`src/rtl/aes_spi_ctrl_pkg.sv`:
```
// Shared definitions for the SPI-fed AES controller: FSM states, error codes
// and the AES block width.
package aes_spi_ctrl_pkg;

    localparam int BLOCK_W = 128;

    typedef enum logic [2:0] {
        IDLE,
        KEY_RX,
        DATA_RX,
        RUN,
        LOAD
    } state_t;

    localparam logic [1:0] ERR_NONE    = 2'd0;
    localparam logic [1:0] ERR_SHORT   = 2'd1;
    localparam logic [1:0] ERR_TIMEOUT = 2'd2;

endpackage

```
`src/rtl/aes_spi_ctrl_watchdog.sv`:
```
// Saturating cycle counter that flags the TIMEOUT-th enabled cycle without
// a completion, so the controller can leave RUN on that same clock edge.
module aes_watchdog #(
    parameter int TIMEOUT = 64
) (
    input  logic clk,
    input  logic rst,
    input  logic clr,
    input  logic en,
    output logic expired
);

    localparam int CW = $clog2(TIMEOUT + 1);
    localparam logic [CW-1:0] LIMIT = CW'(TIMEOUT);
    localparam logic [CW-1:0] LAST  = CW'(TIMEOUT - 1);

    logic [CW-1:0] count;

    always_ff @(posedge clk) begin
        if (rst || clr) begin
            count <= '0;
        end else if (en && (count != LIMIT)) begin
            count <= count + CW'(1);
        end
    end

    // The counter reaches TIMEOUT on the edge that ends this cycle.
    assign expired = en && (count >= LAST);

endmodule

```
`src/rtl/aes_spi_ctrl.sv`:
```
// Controller that receives a key frame and a data frame over SPI, runs the
// AES core once, guards it with a watchdog and hands the result back for TX.
module aes_spi_ctrl
    import aes_spi_ctrl_pkg::*;
#(
    parameter int Nk      = 4,
    parameter int Nr      = 10,
    parameter int TIMEOUT = 64
) (
    input  logic                 clk,
    input  logic                 rst,
    input  logic                 spi_cs,
    input  logic                 spi_done,
    input  logic [Nk*32-1:0]     spi_data,
    input  logic                 mode,
    output logic                 aes_start,
    output logic [Nk*32-1:0]     aes_key,
    output logic [BLOCK_W-1:0]   aes_in,
    output logic                 aes_dec,
    input  logic                 aes_done,
    input  logic [BLOCK_W-1:0]   aes_out,
    output logic                 tx_load,
    output logic [BLOCK_W-1:0]   tx_data,
    output logic                 busy,
    output logic [1:0]           err
);

    if (!((Nk == 4 || Nk == 6 || Nk == 8) && Nr == Nk + 6)) begin : g_bad_cfg
        $error("aes_spi_ctrl: unsupported Nk/Nr combination");
    end

    state_t state, state_next;
    logic   cs_prev;
    logic   cs_fall, cs_rise;
    logic   wd_clr, wd_en, wd_expired;

    logic                 start_next, dec_next, load_next;
    logic [Nk*32-1:0]     key_next;
    logic [BLOCK_W-1:0]   in_next, tx_next;
    logic [1:0]           err_next;

    assign cs_fall = cs_prev && !spi_cs;
    assign cs_rise = !cs_prev && spi_cs;
    assign wd_en   = (state == RUN);

    aes_watchdog #(.TIMEOUT(TIMEOUT)) u_watchdog (
        .clk     (clk),
        .rst     (rst),
        .clr     (wd_clr),
        .en      (wd_en),
        .expired (wd_expired)
    );

    always_ff @(posedge clk) begin
        if (rst) begin
            state <= IDLE;
        end else begin
            state <= state_next;
        end
    end

    always_comb begin
        state_next = state;
        start_next = 1'b0;
        load_next  = 1'b0;
        wd_clr     = 1'b0;
        key_next   = aes_key;
        in_next    = aes_in;
        dec_next   = aes_dec;
        tx_next    = tx_data;
        err_next   = err;
        case (state)
            IDLE: begin
                if (cs_fall) begin
                    state_next = KEY_RX;
                    err_next   = ERR_NONE;
                end
            end
            KEY_RX: begin
                if (cs_rise) begin
                    if (spi_done) begin
                        key_next   = spi_data;
                        dec_next   = mode;
                        state_next = DATA_RX;
                    end else begin
                        err_next   = ERR_SHORT;
                        state_next = IDLE;
                    end
                end
            end
            DATA_RX: begin
                if (cs_rise) begin
                    if (spi_done) begin
                        in_next    = spi_data[BLOCK_W-1:0];
                        start_next = 1'b1;
                        wd_clr     = 1'b1;
                        state_next = RUN;
                    end else begin
                        err_next   = ERR_SHORT;
                        state_next = IDLE;
                    end
                end
            end
            RUN: begin
                // A completion arriving with the expiry still counts as success.
                if (aes_done) begin
                    tx_next    = aes_out;
                    load_next  = 1'b1;
                    state_next = LOAD;
                end else if (wd_expired) begin
                    err_next   = ERR_TIMEOUT;
                    state_next = IDLE;
                end
            end
            LOAD: begin
                state_next = IDLE;
            end
            default: begin
                state_next = IDLE;
            end
        endcase
    end

    always_ff @(posedge clk) begin
        if (rst) begin
            cs_prev   <= 1'b1;
            aes_start <= 1'b0;
            aes_key   <= '0;
            aes_in    <= '0;
            aes_dec   <= 1'b0;
            tx_load   <= 1'b0;
            tx_data   <= '0;
            busy      <= 1'b0;
            err       <= ERR_NONE;
        end else begin
            cs_prev   <= spi_cs;
            aes_start <= start_next;
            aes_key   <= key_next;
            aes_in    <= in_next;
            aes_dec   <= dec_next;
            tx_load   <= load_next;
            tx_data   <= tx_next;
            busy      <= (state_next != IDLE);
            err       <= err_next;
        end
    end

endmodule

```
`config.mk`:
```
export PLATFORM = sky130hd
export DESIGN_NAME = aes_spi_ctrl
export DESIGN_NICKNAME = d
export VERILOG_FILES = /design/src/rtl/aes_spi_ctrl_pkg.sv /design/src/rtl/aes_spi_ctrl_watchdog.sv /design/src/rtl/aes_spi_ctrl.sv
export SDC_FILE = /design/constraint.sdc
export NUM_CORES = 1
export LEC_CHECK = 0
export CAP_MARGIN = 25
export CORE_AREA = 5 5 248 250
export CTS_BUF_LIST = sky130_fd_sc_hd__clkbuf_4 sky130_fd_sc_hd__clkbuf_8 sky130_fd_sc_hd__clkbuf_16
export CTS_CLUSTER_SIZE = 12
export DETAILED_ROUTE_END_ITERATION = 12
export DIE_AREA = 0 0 253 255
export SETUP_SLACK_MARGIN = 0.3
export SLEW_MARGIN = 30
export SYNTH_ARGS = -nofsm -noshare
export SYNTH_HDL_FRONTEND = slang
export SYNTH_SLANG_ARGS = --single-unit
export TNS_END_PERCENT = 10
```
`constraint.sdc`:
```
create_clock -name clk -period 2.09 [get_ports clk]
set_input_delay 0.209 -clock clk [delete_from_list [all_inputs] [get_ports clk]]
set_output_delay 0.209 -clock clk [all_outputs]
set_load 0.005 [all_outputs]
```
==> results of run 1 <==
## stage by stage
step,utilization,area (um2),instances,hold WS [ns]
finish,0.395,23200,3215,0.200
global route,0.395,23200,3213,0.177
CTS,0.395,23200,3212,0.155
detailed placement,0.368,21700,3130,0.446
global placement,0.368,21700,3130,0.440
floorplan,-,14000,1758,0.316
## registers in the layout, indices dropped and copies added (netlist names)
name / flops
aes_in: 128
aes_key: 128
tx_data: 128
u_watchdog.count: 7
state: 3
err: 2
aes_dec: 1
aes_start: 1
busy: 1
cs_prev: 1
tx_load: 1
## worst paths after layout
kind / start / end / slack [ns]
min reg2reg: tx_data[122]$_SDFFE_PP0P_ / tx_data[122]$_SDFFE_PP0P_ / 0.45
max: tx_data[60]$_SDFFE_PP0P_ / tx_data[60] / 0.31
min: aes_out[66] / tx_data[66]$_SDFFE_PP0P_ / 0.20
max reg2reg: state[1]$_SDFF_PP0_ / busy$_SDFF_PP0_ / 0.37
## logic make-up (layout without fill, tap and decap cells)
logic type / after synthesis / count (layout) / share of synthesized area
mux: 2 / 2 / 0.00152
flops: 401 / 401 / 0.572
fa+ha+maj: 2 / 2 / 0.00178
xor+xnor: 6 / 6 / 0.00375
other cells: 0 / 2 / 0
buf+inv: 137 / 818 / 0.0518
compound gates: 401 / 401 / 0.146
simple gates: 809 / 810 / 0.222
## cell usage after synthesis, drive strengths merged (3+ instances only)
cell type    n
xnor2        5
nand2      772
dfxtp      401
nor2b        3
nor2        12
a21oi      388
inv          7
buf         81
nand2b       4
nor3         4
clkbuf      49
or3          3
## routing by layer
| layer | track usage | vias to the layer above | wire length (um) |
|---|---|---|---|
| met5 | 0 | - | 0 |
| met4 | 0.0511 | 0 | 1680 |
| met3 | 0.0430 | 102 | 4220 |
| met2 | 0.282 | 518 | 28400 |
| met1 | 0.194 | 6719 | 22800 |
| li1 | - | 6957 | - |
## area by class of cell
type                    instances  area, um2  share of cell area
diodes                          2       5.00            0.000215
clock buffers                  69       1430              0.0617
clock inverters                12        100             0.00431
inverters                       7       26.3             0.00113
multi-input cells            1221       5310               0.229
flip-flops and latches        401       8030               0.346
well taps                     773        967              0.0416
repair buffers                730       7360               0.317
## power by group through the flow
stage	clock network [W]	logic, W	registers [W]
finish	0.00808	0.000927	0.00770
global route	0.00864	0.000984	0.00769
CTS	0.00833	0.000934	0.00770
detailed placement	0	0.000924	0.00786
global placement	0	0.000924	0.00786
floorplan	0	0.000185	0.00786
## repair_timing
action                                  in CTS  in global routing
cloned                                       0                  1
endpoints found under the setup margin       7                120
hold endpoints to repair                     2                  0
hold buffers                                 1                  0
gates resized for setup                      1                  4
==> impl_metrics.tcl, run 1 <==
set metrics [dict create \
    timing.final.crit_share 0.853 \
    yosys.area.top_type "dfxtp_1" \
    p_comb_frac 0.056 \
    ys.warnings.count 0 \
    crit_cells 1 \
    internal_power_w 0.0131 \
    critPathSlowestCell "clkdlybuf4s50_1" \
    power_density_nw_per_um2 719 \
    antenna_left 0 \
    clockRootBuffer "clkbuf_16" \
    ys_seq_area_frac 0.572 \
    drt_pass1_iterations 5 \
    synth_cell_types 36 \
    cp_top_family "buffers and inverters" \
    critical_path_class "reg -> out" \
    slew_viol_final 0 \
    reg2reg_depth 5 \
    cp_slowest_stage_delay_ns 0.58 \
    maxCapViolCount 0 \
    dieArea_um2 64500 \
    grt_use_total 0.161 \
    pwr-share-clk 0.484 \
    syn_avg_cell_area_um2 7.98 \
    clk_pin_slew_ns 0.06 \
    port-buffer-count 651 \
    cp-end-kind "primary output" \
    rsz0062_at_grt "true" \
    place_ws_ns 0.0619 \
    die_x_um 253 \
    switching_power_w 0.00360 \
    post_cts.repair.setup_buffers 0 \
    hold_violations 0 \
    first_global_vias 13800 \
    path_cells "clkdlybuf4s50_1" \
    synthesis.area_um2 14000 \
    setup_viol 0 \
    cts_tree "yes" \
    drt-total-wl_um 57000 \
    nets 2671 \
    antenna_found_initial 1 \
    hp-class "in -> reg" \
    synth_edf_count 0 \
    crit_path_start_kind "flop" \
    pin_count 652 \
    synth_top_area_share 0.572 \
    crit_buf_inv 1 \
    arrival_ns 1.57 \
    async_reset_ff_frac 0 \
    grt_max_degree 94 \
    htreeDepth 2 \
    setup_ws_ns 0.308 \
    fin_crit_ns 1.78 \
    final_cell_mix "nand2_1, clkdlybuf4s50_1, dfxtp_1, a21oi_1, buf_4" \
    clock_path_buffers 3 \
    cts-buffers-inserted 46 \
    synth_nets 2022 \
    row_count 89 \
    tightest_slew_ns 0.638 \
    outcome "complete, no violations" \
    synthTopCellsByArea "dfxtp_1, nand2_1, a21oi_1, buf_2, clkbuf_1" \
    skew_ns 0.0117 \
    power.total_w 0.0167 \
    fillers 5853 \
    core_um2 58800 \
    p_leak_nw 7.73 \
    netlist_instances 1758 \
    crit_fanout 2 \
    wl_per_cell_um 17.7 \
    via_count 14300 \
    route.detailed.drc 0 \
    grt_pass1_wl_um 82600 \
    ys_ff_latch 401 \
    final_common_cell "nand2_1" \
    clk_latency_ns 0.55 \
    viasPerCell 4.45 \
    min_path_cells 3 \
    synth_ff_type "dfxtp_1" \
    area_growth_pct 65.6 \
    drive_gt1_frac 0.0721 \
    drt_iter0_markers 778 \
    grt_overflow 0 \
    tns_ns 0 \
    finalWeightedCongestion 0.848 \
    max_freq_mhz 561 \
    seqPwrFrac 0.461 \
    place_hpwl_um 42800 \
    chipHeight_um 255 \
    slew_headroom 0.569 \
    start_util 0.238 \
    ir_drop_uv 655 \
    p_sw_frac 0.216 \
    clock-sinks 401 \
    crit_required_ns 1.88 \
]
No activity file was read; power rests on OpenSTA's default activity.
==> run 2: changes to the inputs <==
Settings changed: RECOVER_POWER set to 50.
==> run 2 against run 1 <==
Effect of this change:
- setup slack worse by 0.061 ns
- critical path type is now reg -> reg
- via count is essentially flat
- non-clock buffer count did not move
- sequential share of layout area increased by 0.12 points
- wire length fell by 0.31%
- critical endpoint is now tx_data[91]$_SDFFE_PP0P_
- register-to-register slack lost 0.12 ns
- utilization decreased by 0.14 points
==> impl_metrics.tcl, run 2 (synthesized netlist as in run 1, its figures left out) <==
set metrics [dict create \
    grt_pass1_wl_um 82600 \
    cp-end-kind "flop" \
    crit_path_start_kind "flop" \
    ir_drop_uv 670 \
    antenna_left 0 \
    clockRootBuffer "clkbuf_16" \
    power_density_nw_per_um2 721 \
    slew_headroom 0.574 \
    via_count 14300 \
    cp_slowest_stage_delay_ns 0.41 \
    arrival_ns 2.32 \
    crit_buf_inv 1 \
    top_regs "aes_in: 128 flops, aes_key: 128 flops, tx_data: 128 flops" \
    htreeDepth 2 \
    drt_iter0_markers 731 \
    start_util 0.238 \
    critPathSlowestCell "dfxtp_2" \
    crit_required_ns 2.57 \
    tightest_slew_ns 0.631 \
    hold_violations 0 \
    pin_count 652 \
    rsz0062_at_grt "true" \
    timing.final.crit_share 0.882 \
    path_cells "and3b_1, and2_4, clkbuf_2, nand2_1, a21oi_1" \
    p_leak_nw 8.44 \
    first_global_vias 13800 \
    outcome "complete, no violations" \
    skew_ns 0.0114 \
    grt_overflow 0 \
    hp-class "in -> reg" \
    wl_per_cell_um 17.7 \
    dieArea_um2 64500 \
    critical_path_class "reg -> reg" \
    port-buffer-count 651 \
    maxCapViolCount 0 \
    fin_crit_ns 1.84 \
    post_cts.repair.setup_buffers 0 \
    area_growth_pct 65.1 \
    setup_viol 0 \
    clock-sinks 401 \
    place_hpwl_um 42800 \
    clk_latency_ns 0.55 \
    drt_pass1_iterations 6 \
    clock_path_buffers 3 \
    cp_top_family "simple AND/OR/NAND/NOR gates" \
    grt_use_total 0.161 \
    slew_viol_final 0 \
    max_freq_mhz 542 \
    finalWeightedCongestion 0.848 \
    min_path_cells 3 \
    r2r_setup_slack_ns 0.25 \
    hold-path-endpoint "tx_data[66]$_SDFFE_PP0P_" \
    reg2reg_depth 5 \
    reg2reg_to "tx_data[91]$_SDFFE_PP0P_" \
    final_cell_mix "nand2_1, clkdlybuf4s50_1, dfxtp_1, a21oi_1, dlygate4sd3_1" \
    nets 2671 \
    drive_gt1_frac 0.0668 \
    final_common_cell "nand2_1" \
    die_x_um 253 \
    route.detailed.drc 0 \
    holdCritStartpoint "aes_out[66]" \
    tns_ns 0 \
    antenna_found_initial 1 \
    clk_pin_slew_ns 0.06 \
    cts_tree "yes" \
    core_um2 58800 \
    grt_max_degree 94 \
    power.total_w 0.0167 \
    crit_fanout 15 \
    cts-buffers-inserted 46 \
    fillers 5863 \
    crit-reg2reg-launch "state[1]$_SDFF_PP0_" \
    drt-total-wl_um 56900 \
    row_count 89 \
    chipHeight_um 255 \
    viasPerCell 4.45 \
]
[run 2: worst register-to-register path, cell delays in order, from the launching register on]
cell	delay [ns]
dfxtp_2	0.41
and3b_1	0.38
and2_4	0.40
clkbuf_2	0.31
nand2_1	0.13
a21oi_1	0.13
[run 2: power breakdown]
part           internal (W)  leakage (nW)  switching, W
Sequential          0.00768          3.23     0.0000201
Clock               0.00486         0.778       0.00322
Combinational      0.000555          4.43      0.000363
Total                0.0131          8.44       0.00361
[run 2: what timing repair did]
item / 4_1_cts / 5_1_grt
gates resized for setup: 1 / 4
setup endpoints to repair: 7 / 120
hold buffers: 1 / 0
cloned: 0 / 1
endpoints found under the hold margin: 2 / 0
[run 2: area by class of cell]
cell class / count / area [um2] / area share
clock inverters: 12 / 100 / 0.00432
diodes: 2 / 5.00 / 0.000216
clock buffers: 69 / 1430 / 0.0619
flip-flops and latches: 401 / 8030 / 0.347
multi-input cells: 1221 / 5300 / 0.229
well taps: 773 / 967 / 0.0418
repair buffers: 730 / 7280 / 0.315
inverters: 7 / 26.3 / 0.00114
[run 2: how the worst max path moves through the flow]
| stage | startpoint | endpoint | slack, ns | cells after the start |
|---|---|---|---|---|
| final | state[1]$_SDFF_PP0_ | tx_data[91]$_SDFFE_PP0P_ | 0.25 | 5 |
| after global routing | state[1]$_SDFF_PP0_ | aes_key[108]$_SDFFE_PP0P_ | 0.14 | 5 |
| after CTS | tx_data[60]$_SDFFE_PP0P_ | tx_data[60] | 0.27 | 1 |
| after detailed placement | spi_cs | aes_key[49]$_SDFFE_PP0P_ | 0.06 | 7 |
| after global placement | spi_cs | aes_key[62]$_SDFFE_PP0P_ | 0.05 | 7 |
| after floorplan | u_watchdog.count[0]$_SDFFE_PP0P_ | u_watchdog.count[6]$_SDFFE_PP0P_ | 0.58 | 6 |
[run 2: per-stage QoR]
| step | util | setup slack [ns] | hold slack, ns | std cells | cell area, um2 |
|---|---|---|---|---|---|
| final | 0.394 | 0.246 | 0.199 | 3215 | 23100 |
| after global routing | 0.394 | 0.139 | 0.177 | 3213 | 23100 |
| after CTS | 0.395 | 0.270 | 0.155 | 3212 | 23200 |
| after detailed placement | 0.368 | 0.0619 | 0.446 | 3130 | 21700 |
| after global placement | 0.368 | 0.0509 | 0.440 | 3130 | 21700 |
| after floorplan | - | 0.579 | 0.316 | 1758 | 14000 |
[run 2: metal layers]
layer  share of wire  routed length [um]  global-route usage  vias to the layer above
met2            0.50               28500               0.282                      529
met1            0.39               22300               0.194                     6713
li1                -                   -                   -                     6962
met5               0                   0                   0                        -
met3           0.077                4400              0.0430                      102
met4           0.029                1630              0.0511                        0
